File: config.mk
export PLATFORM = sky130hd
export DESIGN_NAME = key_pulser
export DESIGN_NICKNAME = d
export VERILOG_FILES = /design/src/rtl/key_pulser.sv
export SDC_FILE = /design/constraint.sdc
export NUM_CORES = 1
export LEC_CHECK = 0
export BUFFER_PORTS_ARGS = -buffer_cell sky130_fd_sc_hd__clkbuf_2
export CORE_ASPECT_RATIO = 0.7
export CORE_MARGIN = 3
export CORE_UTILIZATION = 35
export CTS_BUF_LIST = sky130_fd_sc_hd__clkbuf_8
export DETAILED_ROUTE_END_ITERATION = 6
export REMOVE_ABC_BUFFERS = 1
export SETUP_SLACK_MARGIN = 0.3
export SYNTH_ARGS = -nofsm -noshare
export SYNTH_HDL_FRONTEND = slang
export SYNTH_SLANG_ARGS = --single-unit
File: constraint.sdc
create_clock -name CLOCK_50 -period 3.1 [get_ports CLOCK_50]
set_clock_uncertainty 0.15 [all_clocks]
set_input_delay 0.62 -clock CLOCK_50 [delete_from_list [all_inputs] [get_ports CLOCK_50]]
set_output_delay 0.62 -clock CLOCK_50 [all_outputs]
set_load 0.01 [all_outputs]
File: src/rtl/key_pulser.sv
// Push-button front end: per-key synchronizer, counter debouncer, press strobe
// and optional hold-to-auto-repeat. Raw keys are active-low; outputs are active-high.
module key_pulser #(
  parameter int N_KEYS          = 2,
  parameter int DEBOUNCE_CYCLES = 500000,
  parameter int REPEAT_DELAY    = 25000000,
  parameter int REPEAT_PERIOD   = 5000000
) (
  input  logic              CLOCK_50,
  input  logic              RESET_N,
  input  logic [N_KEYS-1:0] key_n,
  output logic [N_KEYS-1:0] pulse,
  output logic [N_KEYS-1:0] held,
  output logic [N_KEYS-1:0] repeating
);

  localparam int DB_W     = $clog2(DEBOUNCE_CYCLES + 1);
  localparam int HOLD_MAX = (REPEAT_DELAY > REPEAT_PERIOD) ? REPEAT_DELAY : REPEAT_PERIOD;
  localparam int HOLD_W   = $clog2(HOLD_MAX + 1);

  localparam logic [DB_W-1:0]   DB_LAST     = DB_W'(DEBOUNCE_CYCLES - 1);
  localparam logic [HOLD_W-1:0] DELAY_LAST  = HOLD_W'(REPEAT_DELAY - 1);
  localparam logic [HOLD_W-1:0] PERIOD_LAST = HOLD_W'(REPEAT_PERIOD - 1);
  localparam logic [HOLD_W-1:0] HOLD_SAT    = '1;
  localparam bit                REPEAT_ON   = (REPEAT_DELAY != 0);

  typedef enum logic [1:0] {
    RELEASED = 2'd0,
    PRESSED  = 2'd1,
    REPEAT   = 2'd2
  } state_t;

  logic [N_KEYS-1:0] s1_reg;
  logic [N_KEYS-1:0] s2_reg;

  // Synchronizer resets to the released (high) level.
  always_ff @(posedge CLOCK_50 or negedge RESET_N) begin
    if (!RESET_N) begin
      s1_reg <= '1;
      s2_reg <= '1;
    end else begin
      s1_reg <= key_n;
      s2_reg <= s1_reg;
    end
  end

  generate
    for (genvar gi = 0; gi < N_KEYS; gi++) begin : g_chan
      logic [DB_W-1:0]   db_cnt_reg, db_cnt_next;
      logic              stable_reg, stable_next;
      logic              raw_pressed;
      logic              accept;
      state_t            state_reg, state_next;
      logic [HOLD_W-1:0] hold_cnt_reg, hold_cnt_next;
      logic              pulse_reg, pulse_next;

      assign raw_pressed = ~s2_reg[gi];

      always_comb begin
        db_cnt_next = '0;
        stable_next = stable_reg;
        accept      = 1'b0;
        if (raw_pressed != stable_reg) begin
          if (db_cnt_reg == DB_LAST) begin
            accept      = 1'b1;
            stable_next = raw_pressed;
          end else begin
            db_cnt_next = db_cnt_reg + 1'b1;
          end
        end
      end

      // An accepted level change always toggles press/release, so it takes
      // priority over any repeat event landing on the same edge.
      always_comb begin
        state_next    = state_reg;
        hold_cnt_next = hold_cnt_reg;
        pulse_next    = 1'b0;
        case (state_reg)
          RELEASED: begin
            hold_cnt_next = '0;
            if (accept) begin
              state_next = PRESSED;
              pulse_next = 1'b1;
            end
          end
          PRESSED: begin
            if (accept) begin
              state_next    = RELEASED;
              hold_cnt_next = '0;
            end else if (REPEAT_ON && hold_cnt_reg == DELAY_LAST) begin
              state_next    = REPEAT;
              pulse_next    = 1'b1;
              hold_cnt_next = '0;
            end else if (hold_cnt_reg != HOLD_SAT) begin
              hold_cnt_next = hold_cnt_reg + 1'b1;
            end
          end
          REPEAT: begin
            if (accept) begin
              state_next    = RELEASED;
              hold_cnt_next = '0;
            end else if (hold_cnt_reg == PERIOD_LAST) begin
              pulse_next    = 1'b1;
              hold_cnt_next = '0;
            end else begin
              hold_cnt_next = hold_cnt_reg + 1'b1;
            end
          end
          default: begin
            state_next    = RELEASED;
            hold_cnt_next = '0;
          end
        endcase
      end

      always_ff @(posedge CLOCK_50 or negedge RESET_N) begin
        if (!RESET_N) begin
          db_cnt_reg   <= '0;
          stable_reg   <= 1'b0;
          state_reg    <= RELEASED;
          hold_cnt_reg <= '0;
          pulse_reg    <= 1'b0;
        end else begin
          db_cnt_reg   <= db_cnt_next;
          stable_reg   <= stable_next;
          state_reg    <= state_next;
          hold_cnt_reg <= hold_cnt_next;
          pulse_reg    <= pulse_next;
        end
      end

      assign pulse[gi]     = pulse_reg;
      assign held[gi]      = stable_reg;
      assign repeating[gi] = (state_reg == REPEAT);
    end
  endgenerate

endmodule
# Word-level counts from Yosys, hierarchy flattened
# Cells that the tools add are included.
[word_totals] reg_bits=100 in_bits=4 output_inout_bits=6 word_cells=88
[op_classes] add_sub_neg=4 eq_ne=22 muxes=42 bitwise_logic=2 reduce_logical=6
[ops] operator="25-bit two-way mux" n=10
[ops] operator="25-bit one-hot mux with 2 select lines" n=2
[ops] operator="19-bit two-way mux" n=4
[ops] operator="25-bit by 1-bit adder with 25-bit output, second input constant" n=2
[ops] operator="25-bit by 23-bit equality test with 1-bit output, second input constant" n=2
[ops] operator="25-bit equality test, second input constant" n=2
[ops] operator="25-bit != test, second input constant" n=2
[ops] operator="19-bit by 1-bit adder with 19-bit output, second input constant" n=2
[ops] operator="19-bit equality test, second input constant" n=2
[ops] operator="2-bit two-way mux" n=8
[ops] operator="1-bit two-way mux" n=14
[ops] operator="2-bit one-hot mux with 3 select lines" n=2
[ops] operator="4-bit != test, second input constant" n=2
[ops] operator="3-bit != test, second input constant" n=2
[ops] operator="1-bit one-hot mux with 3 select lines" n=2
[ops] operator="3-bit AND reduction" n=2
[ops] operator="2-bit by 1-bit equality test with 1-bit output, second input constant" n=2
[ops] operator="2-bit equality test, second input constant" n=2
[ops] operator="2-bit logical NOT" n=2
[ops] operator="2-bit by 1-bit != test with 1-bit output, second input constant" n=2
[ops] operator="2-bit != test, second input constant" n=2
[ops] operator="2-bit AND reduction" n=2
[ops] operator="1-bit != test" n=2
[ops] operator="1-bit NOT" n=2

# Logic depth before layout (Yosys ltp)
# Gate-level depths: netlist (run 1).
[depth] depth_word=5 depth_mapped=8 mapped_depth_nobuf=6

# Worst setup path before layout (run 1)
# OpenSTA, ideal clock, no wires.
[synth_path] path_type="register to register" startpoint="register g_chan[0].db_cnt_reg[6]" endpoint="register g_chan[0].db_cnt_reg[10]" setup_time_ns=0.119 arrival_time_ns=2.078 slack_ns=0.753 stages_incl_launch_ff=8 period_less_slack_ns=2.347 path_cell_list="dfrtp_1 -> or4b_1 -> or4_4 -> or3_4 -> nand2b_2 -> buf_6 -> buf_12 -> nor2_1"
[synth_via] elab_chain_cells=3 word_cells_on_any_way=4 cone_classes="add/sub (1); eq/ne (1); mux (2)"
[synth_lines] item="start: declaration" line_no="49" source="logic [DB_W-1:0] db_cnt_reg, db_cnt_next;"
[synth_lines] item="start signal: assignment" line_no="125" source="db_cnt_reg <= db_cnt_next;"
[synth_lines] item="19-bit by 1-bit adder with 19-bit output or 19-bit equality test (tied branches)" line_no="68, 64"
[synth_lines] item="19-bit two-way mux (*)" line_no="64" source="if (db_cnt_reg == DB_LAST) begin"
[synth_lines] item="19-bit two-way mux (*)" line_no="63" source="if (raw_pressed != stable_reg) begin"
[synth_lines] item="via g_chan[0].db_cnt_next[10]" line_no="49"
# The timed path passes the listed nets; every way through them passes the cells marked *.
# A chain may end at the register's enable or synchronous reset.

# Worst setup path in the final report (run 1)
[layout_path] startpoint="register g_chan[1].hold_cnt_reg[0]" endpoint="register g_chan[1].hold_cnt_reg[1]"
[layout_via] elab_chain_cells=5 word_cells_on_any_way=11 cone_classes="add/sub (1); eq/ne (4); mux (6)"
[layout_lines] item="start: declaration" line_no="54" source="logic [HOLD_W-1:0] hold_cnt_reg, hold_cnt_next;"
[layout_lines] item="start signal: assignment" line_no="128" source="hold_cnt_reg <= hold_cnt_next;"
[layout_lines] item="25-bit by 1-bit adder with 25-bit output" line_no="96, 107"
[layout_lines] item="25-bit two-way mux" line_no="95" source="end else if (hold_cnt_reg != HOLD_SAT) begin"
[layout_lines] item="25-bit two-way mux" line_no="91" source="end else if (REPEAT_ON && hold_cnt_reg == DELAY_LAST) begin"
[layout_lines] item="25-bit two-way mux" line_no="88" source="if (accept) begin"
[layout_lines] item="25-bit one-hot mux with 2 select lines" line_no="79" source="case (state_reg)"
# Parallel ways exist; a longest one is shown, timed or not. The select of a mux whose other input is x is not followed.

==> run summary, run 1 <==
Critical path data arrival time = 2.62 ns
I/O Pins = 10
Total of fill cells in the finished design = 1501
Setup violations, final = 0
Final Critical Period = 2.53 ns
Status = finished clean
Leakage = 2.30 nW
Layout area overhead = 9.25%
TNS Setup = 0 ns
N_diodes = 0
Vias in the first global route = 3930
Final wirelength = 11000 um
Prevailing post-synth register cell = dfrtp_1
DRT Pass-1 Iters = 4
Clk sink count = 100
Pwr Density = 399 nW/um^2
Async SR Flop Fraction = 100%
Worst vdd ir = 197 uV
Die Area = 16800 um^2
Cell Rows = 37
Total CTS buffers = 9
Post-synthesis register bit count = 100
PortBufs = 9
Syn avg cell area = 9.68 um^2
Clock Latency Late Sink = 0.37 ns
Setup CP Type = reg2reg
Gr usage total = 13.7%
YS warnings = 0
Post-synthesis cell type count = 52
Core area = 14800 um^2
Fin crit share = 81.6%
Dpl cells = 741
HP Class = in2reg
Initial DRC Count = 255
Final HPWL DP = 7420 um
Root Driver = clkbuf_8
Overall power = 2.32 mW
Util after Layout = 39.3%
Max-slew violations = 0
Max Cap Viol = 0
Met2 usage = 20.6%
Via count = 3988
# Post-CTS Setup Buffers = 0
Vias per inst = 5.25
Residual DRC = 0
CTS tree = yes
Slew margin rel. = 57.6%
Multi-input logic area = 2670 um^2
CTS clk-pin slew, worst paths = 0.09 ns
Fin nets = 575
Unrepaired setup endpoints after global routing = false
Met3 usage = 3.77%
CP Max Fanout = 24
Grt met1 use = 19.9%
Clk buf depth = 2
CTS H-tree depth = 3
Share of cells above drive strength 1 = 8.16%
Register area share after synthesis = 47.0%
Die H = 109 um
Final hold vios = 0
Fin Hold WS = 0.168 ns
R2R cell count = 6
Die width = 154 um
Antenna violations before repair = 0
Startpoint Class = register
Setup crit end kind = register
Req. time, crit path = 3.20 ns
Measured slew at the worst slew-check pin = 0.631 ns
EDFF count, synth = 0
Post-Syn Area = 5330 um^2
Register area = 2510 um^2
Total grt overflow = 0
Synth Instances = 551
Highest clock rate = 0.395 GHz
Starting Density = 36.0%
Routed WL per cell = 14.5 um
Final Non-Filler Cells = 759
Pin count of the biggest net entering global routing = 61
Final ANT Viol Nets = 0
Max FFs per register = 50
Final Wtd Congestion = 0.828
Hold path cells = 1
Global route hottest layer = met2
First-pass GRT wire length = 19000 um
[layout by cell type (no fill, tap or decap), types with 2 or more instances in the layout]
cell,Yosys,routed
o21bai_1,2,2
nor4bb_1,4,4
xor2_1,44,44
clkinv_2,0,2
clkbuf_2,2,8
xnor2_1,39,39
nand3_1,32,32
clkbuf_8,0,10
nor4_1,12,12
or3_1,3,2
nand2_1,40,40
nand4_1,29,29
or4b_1,2,2
buf_4,4,6
o21ai_0,50,50
nor2_1,54,54
o211ai_4,1,2
nor3_1,21,20
and4_1,14,14
o21a_1,2,2
and3_1,15,15
o21ai_1,2,2
dfstp_2,4,4
ha_1,12,12
a21oi_1,3,3
bufinv_16,0,2
dfrtp_1,96,96
nor4b_1,3,3
o31ai_1,5,5
and2_1,5,5
inv_1,17,17
[per-stage QoR]
stage	cell area (um^2)	setup WS, ns
CTS	5800	0.404
global placement	5560	0.541
global route	5820	0.337
finish	5820	0.571
detailed placement	5560	0.452
floorplan	5210	0.799
[report_power, final]
| part | switching, mW | total, mW | internal [mW] |
|---|---|---|---|
| Clock | 0.469 | 0.946 | 0.477 |
| Sequential | 0.00837 | 1.32 | 1.31 |
| Combinational | 0.0399 | 0.0535 | 0.0137 |
[metal layers]
layer | part of all wire [%] | wire length, um
met5 | 0 | 0
met4 | 0.89 | 98
met3 | 3.8 | 423
met2 | 42 | 4590
met1 | 54 | 5910
[synthesized netlist by cell type, drive strengths merged (3+ instances only)]
cell    count  area, um^2
a21oi       3        15.0
and2        6        38.8
and3       15        93.8
and4       14         123
buf         7        66.3
clkbuf     13        51.3
dfrtp      96        2400
dfstp       4         105
ha         12         150
inv        17        63.8
nand2      40         150
nand3      33         170
nand4      29         181
nor2       54         203
nor3       21         105
nor4       12        75.1
nor4b       3        26.3
nor4bb      4        40.0
o21ai      52         260
o31ai       5        37.5
or2         3        21.3
or3         4        30.0
xnor2      39         342
xor2       44         385
[worst max-delay path, stage by stage, from the launching register on]
cell,delay (ns)
dfrtp_1,0.42
ha_1,0.27
and4_1,0.23
nand4_1,0.23
o21ai_1,0.19
or3_2,0.73
mux2i_1,0.19
[cell type report]
class	count	share of cell area, %
clock buffer	10	2.36
clock inverter	6	1.48
inverter	17	1.10
multi-input combinational	415	45.8
sequential	100	43.1
tap	195	4.19
timing repair buffer	16	1.98
[path summary, 6_finish.rpt]
| kind | start | endpoint | slack [ns] |
|---|---|---|---|
| worst max-delay path | g_chan[1].hold_cnt_reg[0]$_DFFE_PN0P_ | g_chan[1].hold_cnt_reg[1]$_DFFE_PN0P_ | 0.57 |
| worst min-delay path | key_n[0] | s1_reg[0]$_DFF_PN1_ | 0.17 |
| worst max register to register | g_chan[1].hold_cnt_reg[0]$_DFFE_PN0P_ | g_chan[1].hold_cnt_reg[1]$_DFFE_PN0P_ | 0.57 |
| worst min register to register | s1_reg[0]$_DFF_PN1_ | s2_reg[0]$_DFF_PN1_ | 0.21 |
| max in group asynchronous | RESET_N | s2_reg[1]$_DFF_PN1_ | 1.61 |
| min in group asynchronous | RESET_N | g_chan[0].db_cnt_reg[9]$_DFF_PN0_ | 0.53 |
[cell families (layout without fill, tap and decap cells)]
kind of cell	Yosys count	count (layout)	synth area share, %
xor+xnor	83	83	13.6
simple gates	245	245	24.8
fa+ha+maj	12	12	2.82
flops	100	100	47.0
mux	1	1	0.188
buf+inv	37	49	3.40
compound gates	73	74	8.17
[repair_timing]
| action | 4_1_cts | 5_1_grt |
|---|---|---|
| endpoints found under the setup margin | 0 | 43 |
| resized for setup | 0 | 3 |
| hold buffers | 1 | 0 |
| hold endpoints to repair | 22 | 0 |
(Power assumes the default switching activity.)
==> inputs of run 2 (changes only) <==
ABC_AREA = 1   (was not set)
clock period = 2.4 ns   (was 3.1 ns; I/O delays follow)
==> run 2 against run 1 <==
Hold slack better by 0.044 ns. Synthesized cell count up 78%. Maximum frequency up 21%. First-iteration DRC count rose to 3.6 times the previous value. Sequential power up 30%. Critical path type unchanged. Largest power group unchanged.
==> run summary, run 2 <==
Buf/Inv on CP = 2
Final Wtd Congestion = 0.938
I/O Pins = 10
Setup violations, final = 0
Pin count of the biggest net entering global routing = 38
Post-synth top area cell = dfrtp_1
Register area share after synthesis = 37.0%
Clk sink count = 100
Fin crit share = 86.8%
HP Class = reg2reg
Commonest non-fill, non-tap cell in the layout = nand2_1
Grt met1 use = 30.7%
Worst path most repeated cell = nor2_4
Int Pwr = 2.25 mW
Final wirelength = 18800 um
Die width = 172 um
CP Max Fanout = 5
Layout area overhead = 19.1%
Post-synthesis register bit count = 100
Slowest cell on crit path = dfrtp_1
R2R Path Start = g_chan[0].db_cnt_reg[1]$_DFF_PN0_
CTS tree = yes
Worst hold start = s1_reg[1]$_DFF_PN1_
Max Cap Viol = 0
Clock Latency Late Sink = 0.39 ns
Cell family with most CP delay = simple AND/OR/NAND/NOR gates
Async SR Flop Fraction = 100%
Via count = 6625
Prevailing post-synth register cell = dfrtp_1
Fin nets = 1049
Total CTS buffers = 9
Max-slew violations = 0
Switching power total = 745 uW
Critical path data arrival time = 2.21 ns
Unrepaired setup endpoints after global routing = true
CTS clk-pin slew, worst paths = 0.11 ns
YS warnings = 0
Setup CP Type = reg2reg
Final ANT Viol Nets = 0
CTS H-tree depth = 3
Sequential Power Share = 57.1%
Most frequent cells in the layout = nand2_1, nor2_1, inv_1
N_diodes = 0
Setup crit end kind = register
Post-route cell area = 8070 um^2
Register area = 2510 um^2
Measured slew at the worst slew-check pin = 0.546 ns
Gr usage total = 17.9%
Root Driver = clkbuf_8
Area share of the largest cell type after synthesis = 35.4%
Die Area = 21100 um^2
Startpoint Class = register
Critical-path cell list = ha_2, nand2_2, nor2_4, inv_2, nor2_4, nand3_4, nand3_2, nand2_4, a21oi_4, buf_8, nor2_4
CP peak stage delay = 0.38 ns
DRT Pass-1 Iters = 6
Global route hottest layer = met1
Net Sw Frac = 24.9%
Share of cells above drive strength 1 = 17.7%
Req. time, crit path = 2.52 ns
Worst vdd ir = 365 uV
Final hold vios = 0
Starting Density = 36.6%
Clock power share = 39.4%
Total grt overflow = 0
Final Critical Period = 2.08 ns
Die H = 122 um
TNS Setup = 0 ns
Highest clock rate = 0.480 GHz
Syn avg cell area = 6.93 um^2
Post-Syn Area = 6780 um^2
Logic pwr share = 3.6%
Worst Setup SP = g_chan[0].db_cnt_reg[1]$_DFF_PN0_
Antenna violations before repair = 0
Initial DRC Count = 928
Residual DRC = 0
Met2 usage = 22.0%
Routed WL per cell = 14.5 um
Multi-input logic area = 4010 um^2
Status = finished clean
Core area = 18500 um^2
Vias in the first global route = 5790
Area after DPL = 7240 um^2
Cell Rows = 41
EDFF count, synth = 0
Met3 usage = 4.38%
Final Non-Filler Cells = 1296
Final HPWL DP = 13900 um
Synth area leaders = dfrtp_1, nand2_1, nor2_1, nand3_1, inv_1
Leakage = 3.62 nW
Dpl cells = 1248
Clk buf depth = 2
Vias per inst = 5.11
Synth Instances = 979
Pwr Density = 370 nW/um^2
Most frequent cell after synthesis = nand2_1
Max FFs per register = 50
PortBufs = 9
First-pass GRT wire length = 30200 um
Post-synthesis cell type count = 44
Top cells by count, synth = nand2_1, nor2_1, inv_1
Slew margin rel. = 63.5%
Total of fill cells in the finished design = 1846
-- run 2: layout make-up --
type / count / share of cell area, %
multi-input cells: 743 / 49.7
flip-flops and latches: 100 / 31.1
repair buffers: 67 / 7.14
inverters: 112 / 5.35
well taps: 258 / 4.00
clock buffers: 9 / 1.53
clock inverters: 7 / 1.16
-- run 2: power groups by stage --
stage / Sequential, mW / Clock [mW] / Combinational, mW
after floorplan: 1.74 / 0 / 0.0268
after global placement: 1.74 / 0 / 0.0942
after detailed placement: 1.74 / 0 / 0.0938
after CTS: 1.71 / 1.22 / 0.101
after global routing: 1.71 / 1.30 / 0.121
final: 1.71 / 1.18 / 0.106
-- run 2: timing repair --
| item | in CTS | in global routing |
|---|---|---|
| pin swaps | 2 | 26 |
| setup buffers | 5 | 21 |
| setup endpoints to repair | 41 | 61 |
| hold buffers | 3 | 0 |
| gates cloned | 0 | 3 |
| hold endpoints to repair | 14 | 0 |
| resized for setup | 17 | 73 |
-- run 2: through the flow --
| stage | setup WS, ns | util, % | power (mW) | hold slack (ns) |
|---|---|---|---|---|
| 2_1_floorplan | -0.149 | - | 1.77 | 0.0344 |
| 3_3_place_gp | 0.0524 | 39.1 | 1.83 | 0.198 |
| 6_report | 0.318 | 43.6 | 2.99 | 0.212 |
| 4_1_cts | 0.304 | 41.0 | 3.03 | 0.213 |
| 3_5_place_dp | 0.0597 | 39.1 | 1.83 | 0.197 |
| 5_1_grt | 0.224 | 43.6 | 3.13 | 0.219 |
-- run 2: metal layers --
layer  vias up  part of all wire [%]
li1       3291                     -
met1      3031                    53
met2       285                    37
met3        18                   8.8
met4         0                  0.94
met5         -                     0
-- run 2: worst register-to-register path: stages (launching register included) --
cell	delay, ns
dfrtp_1	0.38
ha_2	0.21
nand2_2	0.08
nor2_4	0.15
inv_2	0.07
nor2_4	0.11
nand3_4	0.11
nand3_2	0.15
nand2_4	0.10
a21oi_4	0.23
buf_8	0.18
nor2_4	0.04
-- run 2: final timing paths --
check / end / slack [ns] / cells after the start
worst max-delay path: g_chan[0].hold_cnt_reg[14]$_DFFE_PN0P_ / 0.32 / 11
worst min-delay path: s2_reg[1]$_DFF_PN1_ / 0.21 / 0
worst max register to register: g_chan[0].hold_cnt_reg[14]$_DFFE_PN0P_ / 0.32 / 11
worst min register to register: s2_reg[1]$_DFF_PN1_ / 0.21 / 0
max in group asynchronous: s1_reg[1]$_DFF_PN1_ / 1.12 / 3
min in group asynchronous: g_chan[1].state_reg[0]$_DFFE_PN0P_ / 0.34 / 2
-- run 2: cells by family (layout without fill, tap and decap cells) --
kind of cell / Yosys count / count (layout) / synth area share [%]
simple gates: 643 / 644 / 43.4
xor+xnor: 31 / 31 / 4.00
flops: 100 / 100 / 37.0
fa+ha+maj: 12 / 12 / 2.21
compound gates: 56 / 56 / 5.15
buf+inv: 137 / 195 / 8.27
==> inputs of run 3 (changes only) <==
clock period = 1.86 ns   (was 2.4 ns; I/O delays follow)
==> run 3 against run 2 <==
The run now ends with setup timing left. First-iteration DRC count is 5.3% lower. Design area is 36% higher. Largest cell class unchanged. Clock-buffer cell count is 1 higher. Register-to-register slack worse by 0.59 ns. Total power is 32% higher. Critical endpoint is now g_chan[0].hold_cnt_reg[8]$_DFFE_PN0P_. Hold slack hardly changed. Final cell count is 18% higher. Via count is 21% higher.
==> run summary, run 3 (synthesized netlist as in run 2, its figures left out) <==
Die H = 122 um
Leakage = 5.11 nW
Share of cells above drive strength 1 = 45.5%
I/O Pins = 10
Routed WL per cell = 16.5 um
Final HPWL DP = 16000 um
Layout area overhead = 61.4%
DRT Pass-1 Iters = 6
Slew margin rel. = 74.4%
Logic pwr share = 5.7%
Dpl cells = 1420
Total CTS buffers = 9
Setup violations, final = 63
Total of fill cells in the finished design = 1546
Most frequent cells in the layout = buf_4, nand2_1, nor2_1
Pin count of the biggest net entering global routing = 40
Cell Rows = 41
Failing checks = setup timing
First-pass GRT wire length = 37400 um
Fin crit share = 114%
Status = complete, but fails checks
Measured slew at the worst slew-check pin = 0.381 ns
Post-place setup slack = -0.192 ns
Core area = 18500 um^2
Root Driver = clkbuf_8
Critical path data arrival time = 2.27 ns
Vias per inst = 5.24
CTS clk-pin slew, worst paths = 0.11 ns
Vias in the first global route = 7309
Clk sink count = 100
Commonest non-fill, non-tap cell in the layout = buf_4
HP Class = reg2reg
Clock power share = 38.3%
Min setup slack post-route = -0.269 ns
CTS H-tree depth = 3
Setup crit end kind = register
Pwr Density = 360 nW/um^2
Setup CP Type = reg2reg
Final Wtd Congestion = 0.981
Register area = 2520 um^2
Max FFs per register = 50
Post-route cell area = 10900 um^2
Overall power = 3.94 mW
Clk buf depth = 2
Starting Density = 36.6%
CP Max Fanout = 6
Startpoint Class = register
Switching power total = 984 uW
Fin nets = 1276
Worst vdd ir = 296 uV
Area after DPL = 8570 um^2
N_diodes = 0
Final hold vios = 0
Residual DRC = 0
Antenna violations before repair = 0
Final ANT Viol Nets = 0
Sequential Power Share = 56.0%
Final wirelength = 25200 um
Gr usage total = 22.3%
Net Sw Frac = 25.0%
Req. time, crit path = 2.00 ns
Highest clock rate = 0.470 GHz
Via count = 7988
CTS tree = yes
Final Non-Filler Cells = 1523
Initial DRC Count = 879
Total grt overflow = 0
Unrepaired setup endpoints after global routing = true
Max Cap Viol = 0
Max-slew violations = 0
Int Pwr = 2.95 mW
Die width = 172 um
PortBufs = 9
Clock Latency Late Sink = 0.40 ns
Final Critical Period = 2.13 ns
Die Area = 21100 um^2
Multi-input logic area = 4840 um^2
==> run 3: worst max-delay path, cell delays in order, from the launching register on <==
cell and delay [ns]:
dfrtp_2 0.44, nand2_2 0.10, buf_4 0.17, nor3_1 0.23
nand4_1 0.22, nand3_2 0.18, nand2_4 0.08, a21oi_4 0.21
clkbuf_16 0.21, nor2_4 0.03
==> run 3: layout make-up <==
| class | count | area share (%) |
|---|---|---|
| clock buffer | 10 | 1.26 |
| clock inverter | 6 | 0.572 |
| inverter | 112 | 3.97 |
| multi-input combinational | 743 | 44.2 |
| sequential | 100 | 23.0 |
| tap | 258 | 2.95 |
| timing repair buffer | 294 | 24.0 |
==> run 3: layer usage <==
metal / global-route usage, % / share of wire [%] / up-vias
li1: - / - / 3753
met1: 35.4 / 46 / 3831
met2: 30.3 / 42 / 345
met3: 5.38 / 9.1 / 59
met4: 4.74 / 2.3 / 0
met5: 0 / 0 / -
==> run 3: power groups by stage <==
| stage | clock network, mW | logic [mW] | registers [mW] |
|---|---|---|---|
| after global routing | 1.62 | 0.247 | 2.20 |
| after CTS | 1.53 | 0.192 | 2.20 |
| after floorplan | 0 | 0.0346 | 2.24 |
| after global placement | 0 | 0.150 | 2.24 |
| after detailed placement | 0 | 0.151 | 2.24 |
| final | 1.51 | 0.226 | 2.20 |
==> run 3: stage by stage <==
step	hold slack, ns	setup TNS [ns]	utilization [%]
2_1_floorplan	-0.0736	-20.20	-
3_3_place_gp	0.159	-3.67	46.3
3_5_place_dp	0.164	-5.92	46.3
4_1_cts	0.213	-1.34	53.9
5_1_grt	0.221	-14.11	59.1
6_report	0.212	-7.15	59.1
==> run 3: worst paths after layout <==
path                                                       start                                     end  slack (ns)  cells after the start
max in group asynchronous                                RESET_N                     s2_reg[0]$_DFF_PN1_        0.72                      3
hold / removal                               s1_reg[0]$_DFF_PN1_                     s2_reg[0]$_DFF_PN1_        0.21                      0
setup / recovery           g_chan[0].hold_cnt_reg[9]$_DFFE_PN0P_   g_chan[0].hold_cnt_reg[8]$_DFFE_PN0P_       -0.27                      9
min in group asynchronous                                RESET_N  g_chan[0].hold_cnt_reg[14]$_DFFE_PN0P_        0.27                      2
hold reg to reg                              s1_reg[0]$_DFF_PN1_                     s2_reg[0]$_DFF_PN1_        0.21                      0
setup reg to reg           g_chan[0].hold_cnt_reg[9]$_DFFE_PN0P_   g_chan[0].hold_cnt_reg[8]$_DFFE_PN0P_       -0.27                      9
==> run 3: repair_timing <==
| item | in CTS | in global routing |
|---|---|---|
| setup buffers | 42 | 34 |
| cloned | 5 | 3 |
| pin swaps | 76 | 82 |
| endpoints found under the hold margin | 16 | 0 |
| setup endpoints to repair | 89 | 96 |
| resized for setup | 199 | 175 |
| hold buffers | 3 | 0 |
